`src/rtl/apb_slave_pkg.sv`:
```
// -----------------------------------------------------------------------------
// apb_slave_pkg
// Shared definitions for the APB register-file slave.
//   - state_e          : FSM encoding (idle / wait-state / response)
//   - DEFAULT_ID_VALUE : constant read back from register 0
//   - clog2()          : register-index width helper
//   - ERR_* constants  : cause of a PSLVERR response
// Optional feature macro used by the slave: APB_PSTRB_EN (byte strobes).
// -----------------------------------------------------------------------------
package apb_slave_pkg;

  typedef enum logic [1:0] {
    ST_IDLE = 2'd0,
    ST_WAIT = 2'd1,
    ST_RESP = 2'd2
  } state_e;

  localparam logic [31:0] DEFAULT_ID_VALUE = 32'hA5B0_0001;

  // Error causes; ERR_NONE means the access is served normally.
  localparam logic [1:0] ERR_NONE  = 2'd0;
  localparam logic [1:0] ERR_ALIGN = 2'd1;
  localparam logic [1:0] ERR_RANGE = 2'd2;
  localparam logic [1:0] ERR_RO    = 2'd3;

  // Smallest r with 2**r >= n; used to size the register index.
  function automatic int clog2(input int n);
    int r;
    for (r = 0; (1 << r) < n; r++) begin
    end
    return r;
  endfunction

endpackage

```
`src/rtl/apb_reg_bank.sv`:
```
// -----------------------------------------------------------------------------
// apb_reg_bank
// NUM_REGS x 32-bit storage. Register 0 is a hardwired read-only ID value;
// registers 1..NUM_REGS-1 are plain storage cleared by synchronous reset.
// Ports:
//   clk      in   clock, rising edge
//   rst      in   synchronous active-high reset
//   wr_en    in   commit wr_data to register wr_idx at this edge
//   wr_idx   in   register index to write
//   wr_data  in   write data
//   wr_be    in   byte enables (bit n enables wr_data[8n+7:8n])
//   rd_idx   in   register index to read
//   rd_data  out  combinational read data
// -----------------------------------------------------------------------------
module apb_reg_bank
  import apb_slave_pkg::*;
#(
  parameter int          NUM_REGS = 8,
  parameter logic [31:0] ID_VALUE = DEFAULT_ID_VALUE,
  parameter int          IDXW     = clog2(NUM_REGS)
) (
  input  logic            clk,
  input  logic            rst,
  input  logic            wr_en,
  input  logic [IDXW-1:0] wr_idx,
  input  logic [31:0]     wr_data,
  input  logic [3:0]      wr_be,
  input  logic [IDXW-1:0] rd_idx,
  output logic [31:0]     rd_data
);

  // Index 0 has no storage: it is the constant ID register.
  logic [31:0] regs_q [1:NUM_REGS-1];
  logic [31:0] regs_d [1:NUM_REGS-1];

  always_comb begin
    regs_d = regs_q;
    for (int i = 1; i < NUM_REGS; i++) begin
      if (wr_en && (wr_idx == IDXW'(i))) begin
        for (int b = 0; b < 4; b++) begin
          if (wr_be[b]) begin
            regs_d[i][8*b +: 8] = wr_data[8*b +: 8];
          end
        end
      end
    end
  end

  always_ff @(posedge clk) begin
    if (rst) begin
      for (int i = 1; i < NUM_REGS; i++) begin
        regs_q[i] <= '0;
      end
    end else begin
      regs_q <= regs_d;
    end
  end

  always_comb begin
    rd_data = ID_VALUE;
    for (int i = 1; i < NUM_REGS; i++) begin
      if (rd_idx == IDXW'(i)) begin
        rd_data = regs_q[i];
      end
    end
  end

endmodule

```
`src/rtl/apb_slave_regfile.sv`:
```
// -----------------------------------------------------------------------------
// apb_slave_regfile
// APB slave serving a small bank of 32-bit registers behind one PSEL slot
// of the AHB-to-APB bridge, with a fixed number of wait states and PSLVERR
// on misaligned, out-of-range or read-only-write accesses.
// Optional feature: define APB_PSTRB_EN to add the PSTRB byte-strobe port.
// Ports:
//   HCLK     in   system clock, rising edge
//   HRESETn  in   synchronous reset, ACTIVE HIGH despite the name
//   PSEL     in   bridge slave selects; only PSEL[SLOT] is decoded
//   PENABLE  in   APB access phase
//   PWRITE   in   1 = write, 0 = read
//   PADDR    in   byte address
//   PWDATA   in   write data
//   PSTRB    in   byte strobes (APB_PSTRB_EN only)
//   PRDATA   out  read data, valid with PREADY
//   PREADY   out  transfer completes this cycle
//   PSLVERR  out  error response, valid with PREADY
// -----------------------------------------------------------------------------
module apb_slave_regfile
  import apb_slave_pkg::*;
#(
  parameter int          NUM_REGS    = 8,
  parameter int          SLOT        = 0,
  parameter int          WAIT_CYCLES = 0,
  parameter logic [31:0] ID_VALUE    = DEFAULT_ID_VALUE
) (
  input  logic        HCLK,
  input  logic        HRESETn,
  input  logic [2:0]  PSEL,
  input  logic        PENABLE,
  input  logic        PWRITE,
  input  logic [31:0] PADDR,
  input  logic [31:0] PWDATA,
`ifdef APB_PSTRB_EN
  input  logic [3:0]  PSTRB,
`endif
  output logic [31:0] PRDATA,
  output logic        PREADY,
  output logic        PSLVERR
);

  localparam int IDXW = clog2(NUM_REGS);

  state_e      state_q, state_d;
  logic [3:0]  cnt_q, cnt_d;
  logic [31:0] addr_q, addr_d;
  logic        write_q, write_d;
  logic [31:0] wdata_q, wdata_d;
  logic        pready_q, pready_d;
  logic        pslverr_q, pslverr_d;
  logic [31:0] prdata_q, prdata_d;

  logic        sel;
  logic        unused_psel;
  logic [31:0] chk_addr;
  logic        chk_write;
  logic [1:0]  err_cause;
  logic [31:0] rd_data;
  logic        bank_we;
  logic [3:0]  bank_be;

  assign sel         = PSEL[SLOT];
  assign unused_psel = ^PSEL;

  // The response is registered, so it is computed on the edge that enters
  // ST_RESP. From ST_IDLE (zero wait states) that edge is the setup edge
  // itself, so the live bus is decoded; otherwise the latched copy is used.
  assign chk_addr  = (state_q == ST_IDLE) ? PADDR  : addr_q;
  assign chk_write = (state_q == ST_IDLE) ? PWRITE : write_q;

  always_comb begin
    err_cause = ERR_NONE;
    if (chk_addr[1:0] != 2'b00) begin
      err_cause = ERR_ALIGN;
    end else if (chk_addr[31:IDXW+2] != '0) begin
      err_cause = ERR_RANGE;
    end else if (chk_write && (chk_addr[IDXW+1:2] == '0)) begin
      err_cause = ERR_RO;
    end
  end

`ifdef APB_PSTRB_EN
  logic [3:0] strb_q, strb_d;

  always_comb begin
    strb_d = strb_q;
    if ((state_q == ST_IDLE) && sel && !PENABLE) begin
      strb_d = PSTRB;
    end
  end

  always_ff @(posedge HCLK) begin
    if (HRESETn) begin
      strb_q <= '0;
    end else begin
      strb_q <= strb_d;
    end
  end

  assign bank_be = strb_q;
`else
  assign bank_be = 4'hF;
`endif

  // The write lands at the closing edge of the single response cycle, and
  // only when that response carried no error.
  assign bank_we = (state_q == ST_RESP) && write_q && !pslverr_q;

  apb_reg_bank #(
    .NUM_REGS (NUM_REGS),
    .ID_VALUE (ID_VALUE),
    .IDXW     (IDXW)
  ) u_bank (
    .clk     (HCLK),
    .rst     (HRESETn),
    .wr_en   (bank_we),
    .wr_idx  (addr_q[IDXW+1:2]),
    .wr_data (wdata_q),
    .wr_be   (bank_be),
    .rd_idx  (chk_addr[IDXW+1:2]),
    .rd_data (rd_data)
  );

  // Transfer FSM: the wait counter runs down in ST_WAIT and the response
  // fields are loaded on the edge that enters ST_RESP.
  always_comb begin
    logic finish;
    finish    = 1'b0;
    state_d   = state_q;
    cnt_d     = cnt_q;
    addr_d    = addr_q;
    write_d   = write_q;
    wdata_d   = wdata_q;
    pready_d  = 1'b0;
    pslverr_d = 1'b0;
    prdata_d  = '0;

    case (state_q)
      ST_IDLE: begin
        if (sel && !PENABLE) begin
          addr_d  = PADDR;
          write_d = PWRITE;
          wdata_d = PWDATA;
          cnt_d   = 4'(WAIT_CYCLES);
          if (WAIT_CYCLES == 0) begin
            state_d = ST_RESP;
            finish  = 1'b1;
          end else begin
            state_d = ST_WAIT;
          end
        end
      end
      ST_WAIT: begin
        if (sel && PENABLE) begin
          cnt_d = cnt_q - 4'd1;
          if (cnt_q == 4'd1) begin
            state_d = ST_RESP;
            finish  = 1'b1;
          end
        end else begin
          state_d = ST_IDLE;
          cnt_d   = '0;
        end
      end
      ST_RESP: begin
        state_d = ST_IDLE;
      end
      default: begin
        state_d = ST_IDLE;
      end
    endcase

    if (finish) begin
      pready_d  = 1'b1;
      pslverr_d = (err_cause != ERR_NONE);
      if (!chk_write && (err_cause == ERR_NONE)) begin
        prdata_d = rd_data;
      end
    end
  end

  always_ff @(posedge HCLK) begin
    if (HRESETn) begin
      state_q   <= ST_IDLE;
      cnt_q     <= '0;
      addr_q    <= '0;
      write_q   <= 1'b0;
      wdata_q   <= '0;
      pready_q  <= 1'b0;
      pslverr_q <= 1'b0;
      prdata_q  <= '0;
    end else begin
      state_q   <= state_d;
      cnt_q     <= cnt_d;
      addr_q    <= addr_d;
      write_q   <= write_d;
      wdata_q   <= wdata_d;
      pready_q  <= pready_d;
      pslverr_q <= pslverr_d;
      prdata_q  <= prdata_d;
    end
  end

  assign PRDATA  = prdata_q;
  assign PREADY  = pready_q;
  assign PSLVERR = pslverr_q;

endmodule

```
`config.mk`:
```
export PLATFORM = sky130hd
export DESIGN_NAME = apb_slave_regfile
export DESIGN_NICKNAME = d
export VERILOG_FILES = /design/src/rtl/apb_slave_pkg.sv /design/src/rtl/apb_reg_bank.sv /design/src/rtl/apb_slave_regfile.sv
export SDC_FILE = /design/constraint.sdc
export NUM_CORES = 1
export LEC_CHECK = 0
export CAP_MARGIN = 20
export CORE_ASPECT_RATIO = 1.2
export CORE_MARGIN = 10
export CORE_UTILIZATION = 34
export DETAILED_ROUTE_END_ITERATION = 8
export GPL_ROUTABILITY_DRIVEN = 0
export SYNTH_ARGS = -nofsm -noshare
export SYNTH_HDL_FRONTEND = slang
export SYNTH_HIERARCHICAL = 1
export SYNTH_SLANG_ARGS = --single-unit
```
`constraint.sdc`:
```
create_clock -name HCLK -period 2.58 [get_ports HCLK]
set_clock_uncertainty 0.1 [all_clocks]
set_input_delay 0.258 -clock HCLK [delete_from_list [all_inputs] [get_ports HCLK]]
set_output_delay 0.258 -clock HCLK [all_outputs]
set_load 0.02 [all_outputs]
```
**Word-level counts from Yosys, hierarchy flattened**

Index checks and enable logic that the tools add are counted.

- Bits in writable memories: 0
- Bits in latches: 0
- Memory bits (read-only): 0
- Output and inout port bits: 34
- Memories: 0
- Register bits: 329

- Shifts and indexed selects: 0
- Multiplexer cells: 24
- Bitwise logic cells: 2
- Multipliers: 0
- Reductions and logical operators: 28
- Eq/ne operators: 19
- Add/subtract/negate cells: 1
- Divide/modulo/power cells: 0
- $lt $le $gt $ge: 0

Operator list:

| cell | number |
|---|---|
| 32-bit 2-to-1 mux | 8 |
| 27-bit nonzero test | 1 |
| 3-bit == test, second input constant | 8 |
| 1-bit logical AND | 13 |
| 3-bit by 2-bit == test with 1-bit output, second input constant | 4 |
| 2-bit 2-to-1 mux | 6 |
| 4-bit 2-to-1 mux | 2 |
| 4-bit case mux with 2 select lines | 1 |
| 3-bit by 1-bit == test with 1-bit output, second input constant | 2 |
| 2-bit AND reduction | 3 |
| 2-bit nonzero test | 3 |
| 1-bit 2-to-1 mux | 5 |
| 4-bit by 1-bit == test with 1-bit output, second input constant | 1 |
| 2-bit zero test | 2 |
| 2-bit case mux with 2 select lines | 1 |
| 4-bit by 1-bit subtractor with 4-bit output, second input constant | 1 |
| 1-bit zero test | 3 |
| 3-bit zero test | 1 |
| 3-bit != test, second input constant | 1 |
| 3-bit OR reduction | 1 |
| 2-bit by 1-bit == test with 1-bit output, second input constant | 1 |
| 2-bit == test, second input constant | 1 |
| 2-bit by 1-bit != test with 1-bit output, second input constant | 1 |
| 1-bit NOT | 2 |
| 2 further kinds | 2 |

**Logic depth before layout (Yosys ltp)**

Gate-level depths: netlist of the first run.

- Word-level depth: 11
- Gate-level depth with buffers: 11
- Depth with buffers taken out: 7

**Cells and area by module**

The synthesis of the first run kept the hierarchy.

Modules (own cells, without submodules):

| module | area an instance (um2) | cells an instance | times used | seq. area each (um2) |
|---|---|---|---|---|
| apb_reg_bank | 10039.6 | 1230 | 1 | 4484.3 |
| apb_slave_regfile | 3687.3 | 433 | 1 | 2001.9 |

**Worst setup path before layout of the first run**

Ideal clock, no wire load.

- Kind: register -> register
- Start: register state_q[1]
- End: register prdata_q[10], in the netlist PRDATA[10]
- Library setup time: 0.123 ns
- Arrival time: 1.921 ns
- Period minus slack after synthesis: 2.144 ns
- Buffers on the path: 4
- Required time: 2.357 ns
- Cell stages (with the launch flop): 10
- Setup slack: 0.436 ns
- Path through: dfxtp_1 > buf_2 > mux2_2 > buf_6 > buf_4 > buf_6 > mux4_2 > mux2_2 > nand2_1 > nor3_2

- Elaborated cells between the ends (all ways): 32
- Classes of those cells: eq/ne (8); mux (13); bitwise (2); reduce/logical (9)

RTL lines:

| element | RTL line | text |
|---|---|---|
| start: declaration | apb_slave_regfile.sv:45 | `state_e state_q, state_d;` |
| start signal: assignment | apb_slave_regfile.sv:194 | `state_q <= state_d;` |
| 2-bit zero test (*) | apb_slave_regfile.sv:69 | `assign chk_addr = (state_q == ST_IDLE) ? PADDR : addr_q;` |
| 32-bit 2-to-1 mux (*) | apb_slave_regfile.sv:69 |  |
| net chk_addr[2] | apb_slave_regfile.sv:56 | `logic [31:0] chk_addr;` |
| 3-bit by 1-bit == test with 1-bit output | apb_reg_bank.sv:62 | `if (rd_idx == IDXW'(i)) begin` |
| 32-bit 2-to-1 mux (6 in series) | apb_reg_bank.sv:62 |  |
| 32-bit 2-to-1 mux (*) | apb_reg_bank.sv:62 |  |
| net rd_data[10] | apb_slave_regfile.sv:59 | `logic [31:0] rd_data;` |
| end signal: assignment | apb_slave_regfile.sv:201 | `prdata_q <= prdata_d;` |
| end: declaration | apb_slave_regfile.sv:52 | `logic [31:0] prdata_q, prdata_d;` |

Mark *: on every way through the listed nets, which the timed path passes. The rest lies on a longest branch.
A chain may end at the register's enable or synchronous reset.

**Final worst setup path of the first run**

- Start: register state_q[1]
- End: register prdata_q[21], in the netlist PRDATA[21]

The elaborated chain is that of the path after synthesis.

==> summary.md, run 1 <==
| Metric | Value |
|---|---|
| Outcome | finished, final reports clean |
| Max FO, Critical Path | 32 |
| Arr. time, crit path | between 2 and 3 ns |
| VDD IR max | roughly 0.37 mV |
| Top cells by count, synth | 382 x nand2_1, 324 x dfxtp_1, 302 x a21oi_1, 193 x nand3_1, 71 x nor2_1 |
| IO Pins | 105 |
| Ranking of synthesized cells by area | dfxtp_1 47%, a21oi_1 11%, nand2_1 10% |
| Final Cycle Share | between 90 and 100% |
| Final cell count without fillers | 2,282 |
| Die area | 48,800 µm² |
| WHS Path Cells | 3 |
| Layout cell share with drive strength beyond 1 | between 10% and 20% |
| Iteration-0 DRC count of the detailed router | 750 |
| Clk root buf | clkbuf_16 |
| Final Max Tran Viols | 0 |
| Fin area | 16,600 µm² |
| Max cap viols | 0 |
| Routed Antenna Nets | 0 |
| Placed Area | around 15,000 µm² |
| RSZ-0062 raised after global routing | false |
| Top FF cell, synth | dfxtp_1 |
| Hold-fix buffer count after cts | 0 |
| P_leak | between 5 and 6 nW |
| DRT Wirelength | 41.7 mm |
| FFs w/ async S/R, synth | 0% |
| Final Hold Fails | 0 |
| Routed via count | 12,199 |
| Die Wd | 203 µm |
| Most used cell along the critical path | mux2_2 |
| Number of distinct library cells after synthesis | 49 |
| Drt first pass iters | 7 |
| CTS Buffer Depth | 3 |
| Clock slew at reported path FFs | approximately 0.06 ns |
| Worst slew margin | 55.4% |
| CP required | 2.93 ns |
| Comb pwr share | under 10% |
| Switching share of power | 23.3% |
| Power Internal | around 0.0086 W |
| Via density | 5.35 |
| TritonCTS Buffers | 35 |
| Startpoint class of the critical path | flip-flop |
| All-Layer GR Usage | 16.5% |
| # Post-CTS Setup Buffers | 0 |
| Core Region | 39,800 µm² |
| Final Critical Period | 2.40 ns |
| Initial Utilization | 34.5% |
| Post-synth top area share | between 40% and 50% |
| Worst Hold Path EP | wdata_q[5] |
| R2R cell count | 8 |
| Antenna diodes | 0 |
| Final total power | 0.0112 W |
| Sw Pwr | 0.00260 W |
| Number of port buffers | 102 |
| Largest net degree at the start of global routing | 94 |
| Die height | 240 µm |
| Flop pwr share | 45.8% |
| CP Class | flip-flop to flip-flop |
| Fillers | 4,039 |
| DR DRC count | 0 |
| Vias in the first global route | 11,944 |
| WL per Instance | approximately 18 µm |
| CP startpoint | state_q[1] |
| Area Overhead vs Synth | 21.2% |
| Footprint of the multi-input gates | 6570 µm² |
| Post-synth EDFFs | 0 |
| Detailed Place HPWL | 25.8 mm |
| Clk sinks | around 320 |
| Initial antenna violation count | 0 |
| Register bit total from synthesis | 324 |
| Seq/Total Area, Yosys | 47.3% |
| Clock power frac | 47.0% |
| Register Area | 6490 µm² |
| CP Capture Type | flip-flop |
| Number of setup violations in the final report | 0 |
| Peak Freq | 0.417 GHz |
| Synth area leader | dfxtp_1 |
| Syn Inst Count | roughly 1,700 |
| Yosys warns | 6 |
| CTS tree | built |
| Row Count | 80 |
| H-tree depth | 2 |
| Syn_area_per_cell | approximately 8.3 µm² |
| DP Cell Count | 2,222 |
| Syn Std Cell Area | between 10,000 and 15,000 µm² |
| Worst R2R Start | state_q[1] |
| Core Util, Final | 41.8% |
| Total power per unit cell area | 673 nW/µm² |
| Worst reg2reg path endpoint | PRDATA[21] |
| Most common cell in the netlist | nand2_1 |
| Clk_lat worst skew | between 0.5 and 0.6 ns |
| Hold Path Class | input pin to flip-flop |
| HP Start | PWDATA[5] |
| Critical path's largest stage delay | about 0.48 ns |
| Total grt overflow | 0 |
| CP max-delay cell | mux2_2 |
| Critical-path cell list | mux2_2, buf_12, buf_4, mux2_2, o22ai_1, a221oi_1, nand2_1, nor3_2 |
| FF-to-FF setup slack | about 0.18 ns |
| Worst-margin pin slew | 0.669 ns |
| First-pass GRT wire length | 65.4 mm |
| Fin nets | 1,797 |
-- worst max-delay path by stage --
| stage | end | slack, ns | cells after the start |
|---|---|---|---|
| after floorplan | PRDATA[10] | 0.44 | 9 |
| after global placement | u_bank/regs_q[28] | 0.002 | 7 |
| after detailed placement | u_bank/regs_q[28] | -0.02 | 7 |
| after CTS | u_bank/regs_q[205] | 0.08 | 7 |
| after global routing | u_bank/regs_q[134] | 0.08 | 8 |
| final | PRDATA[21] | 0.18 | 8 |
-- routing by layer --
layer / vias up / wire (µm) / track usage, %
met5: - / 0 / 0
met4: 0 / 991 / 5.59
met3: 71 / 2370 / 2.85
met2: 369 / 19900 / 27.6
met1: 5880 / 18500 / 20.9
li1: 5879 / - / -
-- timing repair --
item | 4_1_cts | 5_1_grt
endpoints found under the hold margin | 0 | 0
pin swaps | 0 | 0
gates resized for setup | 2 | 2
setup endpoints to repair | 26 | 49
-- worst max-delay path: cells and delay by family, from the launching register on --
family,cells,cell delay [ns]
mux,2,0.69
flops,1,0.47
buf+inv,2,0.39
compound gates,2,0.45
simple gates,2,0.22
-- cell usage in the layout (no fill, tap or decap), types with 5 or more instances in the layout --
cell               n
nor3_2            30
mux4_2            13
o22a_1             6
nand2_1          382
nor4_1             7
buf_4             44
clkbuf_8           8
a22oi_1           10
a221oi_1           6
buf_12            17
o22ai_1           29
dfxtp_1          324
clkbuf_16         37
nor2_1            70
nor3_1            21
nand3_1          193
clkdlybuf4s50_1  101
mux2_2            32
a21o_1            10
clkinv_2           5
a21oi_1          302
mux2i_1           41
-- cells by family after synthesis --
kind of cell / synth area share [%]
flip-flops: 47.3
multiplexers: 8.02
AND/OR/NAND/NOR: 24.6
other: 0.0273
AO/OA/AOI/OAI: 14.8
buffers and inverters: 5.30
-- final cells by class --
| cell class | count | share of cell area (%) |
|---|---|---|
| clock buffers | 48 | 6.23 |
| clock inverters | 12 | 1.02 |
| inverters | 4 | 0.0902 |
| multi-input cells | 1198 | 39.5 |
| flip-flops and latches | 324 | 39.0 |
| well taps | 533 | 4.01 |
| repair buffers | 163 | 10.2 |
-- metrics by stage --
stage,hold slack [ns],setup WS [ns],TNS [ns]
floorplan,0.294,0.436,0
global placement,0.337,0.00210,0
detailed placement,0.344,-0.0187,-0.0721
CTS,0.172,0.0822,0
global route,0.191,0.0777,0
finish,0.185,0.183,0
-- flip-flops by register name (all words and copies together), names as in the netlist --
signal,count
PRDATA,32
addr_q,32
u_bank/regs_q,224
wdata_q,32
write_q,1
PREADY,1
state_q,1
PSLVERR,1
-- power groups by stage --
stage / registers (W) / clock network, W / logic (W)
detailed placement: 0.00524 / 0 / 0.000782
finish: 0.00513 / 0.00526 / 0.000801
global route: 0.00513 / 0.00555 / 0.000870
floorplan: 0.00521 / 0 / 0.000481
CTS: 0.00513 / 0.00536 / 0.000785
global placement: 0.00524 / 0 / 0.000779
Note: power is estimated with default switching activity, not from simulation.
==> inputs of run 2 (changes only) <==
==> constraint.sdc (replaced) <==
create_clock -name HCLK -period 2.58 [get_ports HCLK]
set_clock_uncertainty 0.1 [all_clocks]
set_input_delay 0.258 -clock HCLK [delete_from_list [all_inputs] [get_ports HCLK]]
set_output_delay 0.258 -clock HCLK [all_outputs]
set_load 0.1 [all_outputs]
==> summary.md, run 2 (same netlist as run 1, synthesis figures left out) <==
| Metric | Value |
|---|---|
| Register Area | approximately 6500 µm² |
| Peak Freq | roughly 0.42 GHz |
| Number of setup violations in the final report | 0 |
| First-pass GRT wire length | 65.5 mm |
| Antenna diodes | 0 |
| Worst-margin pin slew | approximately 0.57 ns |
| R2R cell count | 8 |
| WHS Path Cells | 2 |
| Max FO, Critical Path | 18 |
| Fin nets | approximately 1,800 |
| Routed via count | 12,096 |
| Area Overhead vs Synth | 19.9% |
| Total power per unit cell area | 659 nW/µm² |
| Largest net degree at the start of global routing | 90 |
| # Post-CTS Setup Buffers | 0 |
| TritonCTS Buffers | 35 |
| Final Critical Period | about 2.4 ns |
| Die height | 240 µm |
| Arr. time, crit path | 2.64 ns |
| RSZ-0062 raised after global routing | false |
| Slack of the critical path | 0.224 ns |
| Final setup TNS | 0 ns |
| Clock slew at reported path FFs | roughly 0.060 ns |
| CP required | 2.86 ns |
| IO Pins | 105 |
| Pre-CTS setup slack | between 0.05 and 0.06 ns |
| Layout cell share with drive strength beyond 1 | a little over an eighth |
| Worst Hold Path EP | u_bank/regs_q[188] |
| WL per Instance | between 15 and 20 µm |
| CP Class | flip-flop to flip-flop |
| Most frequent cells in the layout | 382 x nand2_1, 324 x dfxtp_1, 302 x a21oi_1 |
| Initial Utilization | 34.5% |
| Worst slew margin | 62.2% |
| Die area | around 49,000 µm² |
| CTS Buffer Depth | 3 |
| Clk_lat worst skew | 0.52 ns |
| VDD IR max | 0.360 mV |
| Vias in the first global route | between 10,000 and 15,000 |
| Via density | 5.31 |
| P_leak | 5.72 nW |
| Footprint of the multi-input gates | 6570 µm² |
| Hold-fix buffer count after cts | 0 |
| FF-to-FF setup slack | 0.22 ns |
| Final Max Tran Viols | 0 |
| Initial antenna violation count | 0 |
| Largest register FFs | ~220 |
| Routed Antenna Nets | 0 |
| Total grt overflow | 0 |
| Fillers | 4,048 |
| CTS tree | built |
| DR DRC count | 0 |
| Biggest register | u_bank/regs_q |
| Drt first pass iters | 6 |
| Core Region | 39,800 µm² |
| All-Layer GR Usage | 16.5% |
| Outcome | finished, final reports clean |
| HP Start | HRESETn |
| Max cap viols | 0 |
| DRT Wirelength | 41.3 mm |
| Worst R2R Start | state_q[1] |
| Final Cycle Share | 91.3% |
| Final Hold Fails | 0 |
| Detailed Place HPWL | between 20 and 30 mm |
| Leading cell type in the layout, fill and taps excluded | nand2_1 |
| Startpoint class of the critical path | flip-flop |
| H-tree depth | 2 |
| Hold Path Class | input pin to flip-flop |
| Clk sinks | 324 |
| Number of port buffers | 102 |
| Clk root buf | clkbuf_16 |
| CP Capture Type | flip-flop |
| Row Count | 80 |
| Worst reg2reg path endpoint | u_bank/regs_q[59] |
| Iteration-0 DRC count of the detailed router | 975 |
| Die Wd | slightly above 200 µm |
==> run 2: worst max path at each step <==
| stage | start | to | cells after the start |
|---|---|---|---|
| after global routing | state_q[1] | u_bank/regs_q[62] | 8 |
| final | state_q[1] | u_bank/regs_q[59] | 8 |
| after floorplan | state_q[1] | PRDATA[10] | 9 |
| after CTS | state_q[1] | u_bank/regs_q[23] | 7 |
| after global placement | PADDR[4] | PRDATA[28] | 7 |
| after detailed placement | state_q[1] | u_bank/regs_q[28] | 7 |
==> run 2: layout make-up <==
class | count | area share [%]
Clock buffer | 52 | 6.39
Inverter | 4 | 0.0912
Timing Repair Buffer | 160 | 9.72
Sequential cell | 324 | 39.4
Clock inverter | 7 | 0.411
Multi-Input combinational cell | 1198 | 39.9
Tap cell | 533 | 4.05
==> run 2: what timing repair did <==
item,CTS,global route
resized for setup,0,4
setup endpoints to repair,0,100
endpoints found under the hold margin,0,0
==> run 2: worst max-delay path, cell delays in order (launching register included) <==
cell	delay (ns)
dfxtp_1	0.47
buf_4	0.21
nand2_1	0.07
nor2_2	0.23
and4b_1	0.36
buf_12	0.21
nand2_1	0.31
nand2_1	0.17
a21oi_1	0.07
==> run 2: through the flow <==
step	util (%)	power [W]	std cells	hold slack [ns]	cell area (µm²)
floorplan	-	0.00570	1666	0.294	13700
global placement	38.5	0.00601	2219	0.337	15300
detailed placement	38.5	0.00602	2219	0.344	15300
CTS	41.3	0.0109	2278	0.163	16400
global route	41.3	0.0112	2278	0.200	16500
finish	41.3	0.0108	2278	0.179	16500
==> run 2: report_power, final <==
group / switching (W) / leakage [nW] / internal [W]
logic: 0.000481 / 2.55 / 0.000320
clock network: 0.00199 / 0.554 / 0.00292
registers: 0.0000761 / 2.62 / 0.00505
==> run 2: routing by layer <==
metal	vias up	GRT usage, %	share of wire, %
met4	0	4.93	2.1
met2	325	27.7	48
met3	54	2.67	6.0
met5	-	0	0
li1	5890	-	-
met1	5827	21.3	44
